===== config.mk =====
export PLATFORM = sky130hd
export DESIGN_NAME = i2s_tx_mclk
export DESIGN_NICKNAME = d
export VERILOG_FILES = /design/src/rtl/i2s_tx_mclk.sv
export SDC_FILE = /design/constraint.sdc
export NUM_CORES = 1
export LEC_CHECK = 0
export ABC_AREA = 1
export CAP_MARGIN = 20
export CORE_UTILIZATION = 50
export DETAILED_ROUTE_END_ITERATION = 10
export PLACE_DENSITY = 0.75
export SLEW_MARGIN = 20
export SYNTH_ARGS = -nofsm -noshare
export SYNTH_HDL_FRONTEND = slang
export SYNTH_SLANG_ARGS = --single-unit

===== constraint.sdc =====
create_clock -name clk_i -period 2.2 [get_ports clk_i]
set_input_delay 0.44 -clock clk_i [delete_from_list [all_inputs] [get_ports clk_i]]
set_output_delay 0.44 -clock clk_i [all_outputs]
set_load 0.01 [all_outputs]

===== src/rtl/i2s_tx_mclk.sv =====
// i2s_tx_mclk: I2S transmitter clocked from a recovered audio MCLK.
// The asynchronous MCLK pin is synchronised into clk_i and its rising edges
// pace SCK and WS. 16-bit stereo samples from a valid/accept stream are
// serialised MSB first. A one-entry holding register decouples the stream
// from frame timing.
// Optional build macro I2S_TX_HOLD_LAST_EN: on underrun, repeat the last
// transmitted sample instead of sending a silent (all-zero) frame.
module i2s_tx_mclk #(
  parameter int MCLK_DIV    = 4,
  parameter int SYNC_STAGES = 2
) (
  input  logic        clk_i,
  input  logic        rst_i,
  input  logic        mclk_i,
  input  logic        inport_valid_i,
  input  logic [31:0] inport_data_i,
  output logic        inport_accept_o,
  output logic        i2s_sck_o,
  output logic        i2s_ws_o,
  output logic        i2s_sd_o,
  output logic        underrun_o
);

  localparam int CNT_W = $clog2(MCLK_DIV);
  localparam logic [CNT_W-1:0] CNT_SCK_RISE = CNT_W'(MCLK_DIV / 2 - 1);
  localparam logic [CNT_W-1:0] CNT_SCK_FALL = CNT_W'(MCLK_DIV - 1);

  logic [SYNC_STAGES-1:0] sync_q;
  logic                   mclk_prev_q;
  logic                   mclk_rise;
  logic [CNT_W-1:0]       mclk_cnt_q;
  logic                   sck_q;
  logic                   sck_fall;
  logic [5:0]             bit_cnt_q;
  logic [5:0]             bit_next;
  logic [5:0]             ws_idx;
  logic [3:0]             slot_idx;
  logic                   frame_start;
  logic                   sd_next;
  logic                   ws_q;
  logic                   sd_q;
  logic                   underrun_q;
  logic [31:0]            frame_q;
  logic                   hold_valid_q;
  logic [31:0]            hold_data_q;
`ifdef I2S_TX_HOLD_LAST_EN
  logic [31:0]            last_q;
`endif

  // Synchronise MCLK and keep one extra sample for edge detection.
  always_ff @(posedge clk_i) begin
    if (rst_i) begin
      sync_q      <= '0;
      mclk_prev_q <= 1'b0;
    end else begin
      sync_q      <= {sync_q[SYNC_STAGES-2:0], mclk_i};
      mclk_prev_q <= sync_q[SYNC_STAGES-1];
    end
  end

  assign mclk_rise = sync_q[SYNC_STAGES-1] & ~mclk_prev_q;
  assign sck_fall  = mclk_rise & (mclk_cnt_q == CNT_SCK_FALL);

  // Count MCLK rising edges and toggle SCK at the half and full period.
  always_ff @(posedge clk_i) begin
    if (rst_i) begin
      mclk_cnt_q <= '0;
      sck_q      <= 1'b0;
    end else if (mclk_rise) begin
      mclk_cnt_q <= (mclk_cnt_q == CNT_SCK_FALL) ? '0 : mclk_cnt_q + 1'b1;
      if (mclk_cnt_q == CNT_SCK_RISE) sck_q <= 1'b1;
      if (mclk_cnt_q == CNT_SCK_FALL) sck_q <= 1'b0;
    end
  end

  assign bit_next    = bit_cnt_q + 6'd1;
  assign ws_idx      = bit_next + 6'd1;
  assign frame_start = sck_fall & (bit_next == 6'd0);
  // Both slots map bit b to sample bit (16-b) mod 16, i.e. -b mod 16.
  assign slot_idx    = 4'd0 - bit_next[3:0];

  // Pick the serial bit for the slot position that starts at this SCK fall.
  always_comb begin
    sd_next = 1'b0;
    if (bit_next >= 6'd1 && bit_next <= 6'd16)
      sd_next = frame_q[{1'b0, slot_idx}];
    else if (bit_next >= 6'd33 && bit_next <= 6'd48)
      sd_next = frame_q[{1'b1, slot_idx}];
  end

  // Advance the bit position on SCK fall, drive WS/SD and load frames.
  always_ff @(posedge clk_i) begin
    if (rst_i) begin
      bit_cnt_q  <= 6'd63;
      ws_q       <= 1'b0;
      sd_q       <= 1'b0;
      underrun_q <= 1'b0;
      frame_q    <= '0;
    end else begin
      underrun_q <= 1'b0;
      if (sck_fall) begin
        bit_cnt_q <= bit_next;
        ws_q      <= ws_idx[5];
        sd_q      <= sd_next;
        if (frame_start) begin
          if (hold_valid_q) begin
            frame_q <= hold_data_q;
          end else begin
`ifdef I2S_TX_HOLD_LAST_EN
            frame_q <= last_q;
`else
            frame_q <= '0;
`endif
            underrun_q <= 1'b1;
          end
        end
      end
    end
  end

`ifdef I2S_TX_HOLD_LAST_EN
  // Remember the last sample actually handed to the serialiser.
  always_ff @(posedge clk_i) begin
    if (rst_i)                           last_q <= '0;
    else if (frame_start && hold_valid_q) last_q <= hold_data_q;
  end
`endif

  // One-entry holding register; a frame start empties it, a new load wins.
  always_ff @(posedge clk_i) begin
    if (rst_i) begin
      hold_valid_q <= 1'b0;
      hold_data_q  <= '0;
    end else begin
      if (frame_start && hold_valid_q) hold_valid_q <= 1'b0;
      if (inport_valid_i && !hold_valid_q) begin
        hold_valid_q <= 1'b1;
        hold_data_q  <= inport_data_i;
      end
    end
  end

  assign inport_accept_o = ~hold_valid_q;
  assign i2s_sck_o       = sck_q;
  assign i2s_ws_o        = ws_q;
  assign i2s_sd_o        = sd_q;
  assign underrun_o      = underrun_q;

endmodule


==> results.yml <==
global_route:
  antenna_found_initial: 0
  gr-usage-met1_pct: 28.5
  grt_use_met3_pct: 4.14
  grt_pass1_vias: 2993
  grt_max_degree: 38
  track_usage_pct: 22.8
  grt_pass1_wl_mm: 13.4
  met2_usage_pct: 38.0
  gr-max-usage-layer: "met2"
  grt-ovfl-total: 0
detailed_routing:
  first_iter_violations: 141
  route.detailed.drc: 0
  final_antenna_net_count: 0
  drt-total-wl_mm: 7.52
  viasPerCell: 5.14
  first_pass_iters: 4
  detail_route.wl_per_cell_um: 12.3
  routed-via-count: 3147
setup_path:
  crit_start: "bit_cnt_q[0]"
  worstSetupPathType: "reg -> reg"
  reg2reg_setup_slack_ns: 0.24
  crit_fanout: 8
  r2r_cells: 13
  reg2reg_from: "bit_cnt_q[0]"
  crit_arrival_ns: 2.21
  r2r-end: "i2s_sd_o"
  critPathCapture: "i2s_sd_o"
  endpoint_kind: "flip-flop"
  cp-start-kind: "flip-flop"
  worstPathRequired_ns: 2.45
floorplan:
  coreArea_um2: 6790
  die_area_um2: 7390
  dieWidth_um: 85.9
  fp.dieH_um: 85.9
  floorplan.initialDensity_pct: 51.9
  rows: 30
  num_io_pins: 41
synth:
  synth_cell_type_count: 28
  syn_area_per_cell_um2: 7.34
  syn_nets: 520
  ys_seq_area_share_pct: 45.5
  synth-async-reset-ratio_pct: 0
  syn_area_um2: 3520
  synth_edf_count: 0
  synth_seq_cells: 80
  yosys_most_used_dff: "dfxtp_1"
  syn_inst: 480
  yosysWarnings: 0
clock_network:
  cts.path.max_buffers: 2
  post-cts-setup-buffers: 0
  cts_tree: "yes"
  cts-resized-gates: 0
  clkSinkCount: 80
  clk_latency_ns: 0.36
  cts.clk_slew.worst_paths_ns: 0.08
  cts_made_buffers: 9
  cts_max_level: 3
  ctsHoldBuffers: 0
  cts_root_buf: "clkbuf_8"
layout:
  area_delta_synth_final_pct: 16.8
  num_antenna_cells: 0
  nNetsFinal: 552
  fin_cells: 612
  final_area_um2: 4120
  drive_above_1_share_pct: 8.53
min_path:
  hold_path_class: "reg -> reg"
placed_design:
  hpwl_mm: 4.98
  placed_area_um2: 3940
  dp_cells: 597
  globalplace.congestion: 0.899
  io_buffers: 40
sta:
  period_needed_ns: 1.96
  skew_ns: 0.0100
  hold_viol_final: 0
  tightest_slew_ns: 0.922
  fin_crit_sh_pct: 89.2
  finalSetupTns_ns: 0
  setup_viol: 0
  final_max_slew_viol_count: 0
  slew-limit-headroom_pct: 38.4
  fmax_ghz: 0.510
  rsz0062_at_grt: "false"
pwr:
  leakagePower_nw: 1.72
  ir_drop_uv: 408
  p_per_area_nw_per_um2: 696
run_status:
  status: "finished clean"
run:
  drv.max_cap_violation_count: 0
[layout make-up]
| cell class | count | area [um2] |
|---|---|---|
| Clock inverter | 3 | 17.5 |
| Inverter | 34 | 128 |
| Multi-Input combinational cell | 336 | 1610 |
| Fill cell | 631 | 2680 |
| Sequential cell | 80 | 1600 |
| Clock buffer | 12 | 155 |
| Tap cell | 96 | 120 |
| Timing Repair Buffer | 51 | 483 |
[metrics by stage]
| stage | hold WS (ns) | total power, mW | setup slack, ns | utilization (%) |
|---|---|---|---|---|
| 2_1_floorplan | 0.388 | 1.79 | 0.131 | - |
| 4_1_cts | 0.411 | 2.88 | 0.218 | 60.6 |
| 3_5_place_dp | 0.395 | 1.93 | 0.251 | 58.0 |
| 5_1_grt | 0.430 | 3.01 | 0.0153 | 60.6 |
| 3_3_place_gp | 0.390 | 1.92 | 0.281 | 58.0 |
| 6_report | 0.406 | 2.86 | 0.238 | 60.6 |
[worst min-delay path by stage]
stage | cells after the start | start | to | slack, ns
global placement | 2 | sync_q[0] | sync_q[1] | 0.39
detailed placement | 2 | sync_q[0] | sync_q[1] | 0.40
CTS | 2 | sync_q[0] | sync_q[1] | 0.41
finish | 2 | sync_q[0] | sync_q[1] | 0.41
floorplan | 2 | sync_q[0] | sync_q[1] | 0.39
global route | 2 | sync_q[0] | sync_q[1] | 0.43
[where the power goes]
group / internal (mW) / leakage, nW / total (mW) / switching (mW)
Clock: 0.462 / 0.0882 / 0.967 / 0.505
Combinational: 0.146 / 0.979 / 0.367 / 0.222
Sequential: 1.50 / 0.653 / 1.53 / 0.0288
[sequential cells by signal (all words and copies together) (netlist names), 2 cells and up]
name	flops
bit_cnt_q	6
frame_q	32
mclk_cnt_q	2
sync_q	2
hold_data_q	32
[routing by layer]
layer  share of wire, %  up-vias
met5                  0        -
met1                 47     1442
li1                   -     1632
met4                2.0        0
met3                3.8       13
met2                 47       60
[worst max-delay path, stage by stage, from the launching register on]
cell     delay (ns)
dfxtp_1        0.43
inv_1          0.09
ha_1           0.32
inv_1          0.07
nand2_2        0.14
nand2_1        0.19
inv_2          0.14
o21ai_0        0.09
nand2_1        0.08
nand3_1        0.07
nand2_1        0.08
nand2_1        0.04
nand3_1        0.07
nand2_1        0.05
[kinds of logic (layout without fill, tap and decap cells)]
kind of cell / after synthesis / in the layout / synth area share, %
compound gates: 83 / 83 / 12.4
simple gates: 247 / 247 / 31.4
xor+xnor: 2 / 2 / 0.497
flops: 80 / 80 / 45.5
fa+ha+maj: 4 / 4 / 1.42
buf+inv: 64 / 100 / 8.84
[cell usage after synthesis (5+ instances only)]
library cell / n / share of area (%)
inv_1: 28 / 3.0
nand2_1: 106 / 11
buf_2: 6 / 0.85
a21oi_1: 36 / 5.1
a22oi_1: 5 / 1.1
nand3_1: 12 / 1.7
dfxtp_1: 80 / 45
nand4_1: 33 / 5.9
inv_2: 6 / 0.64
o21ai_0: 38 / 5.4
buf_6: 8 / 2.6
nor2_1: 83 / 8.8
clkbuf_1: 13 / 1.4
[cell usage in the layout, fill, tap and decap left out, types with 2 or more instances in the layout]
cell and n:
a22oi_1 5, o21ai_0 38, clkdlybuf4s50_1 40, nand2_1 106, inv_2 6, a21oi_1 36
nand2_4 2, nand2_2 3, o21ai_2 2, clkbuf_8 11, xnor2_1 2, nand3b_1 2
ha_1 4, nand4_1 33, nor2_2 2, nand3_1 12, nor2_1 83, clkinv_2 2
dfxtp_1 80, buf_4 11, inv_1 28
No activity file was read; power rests on OpenSTA's default activity.
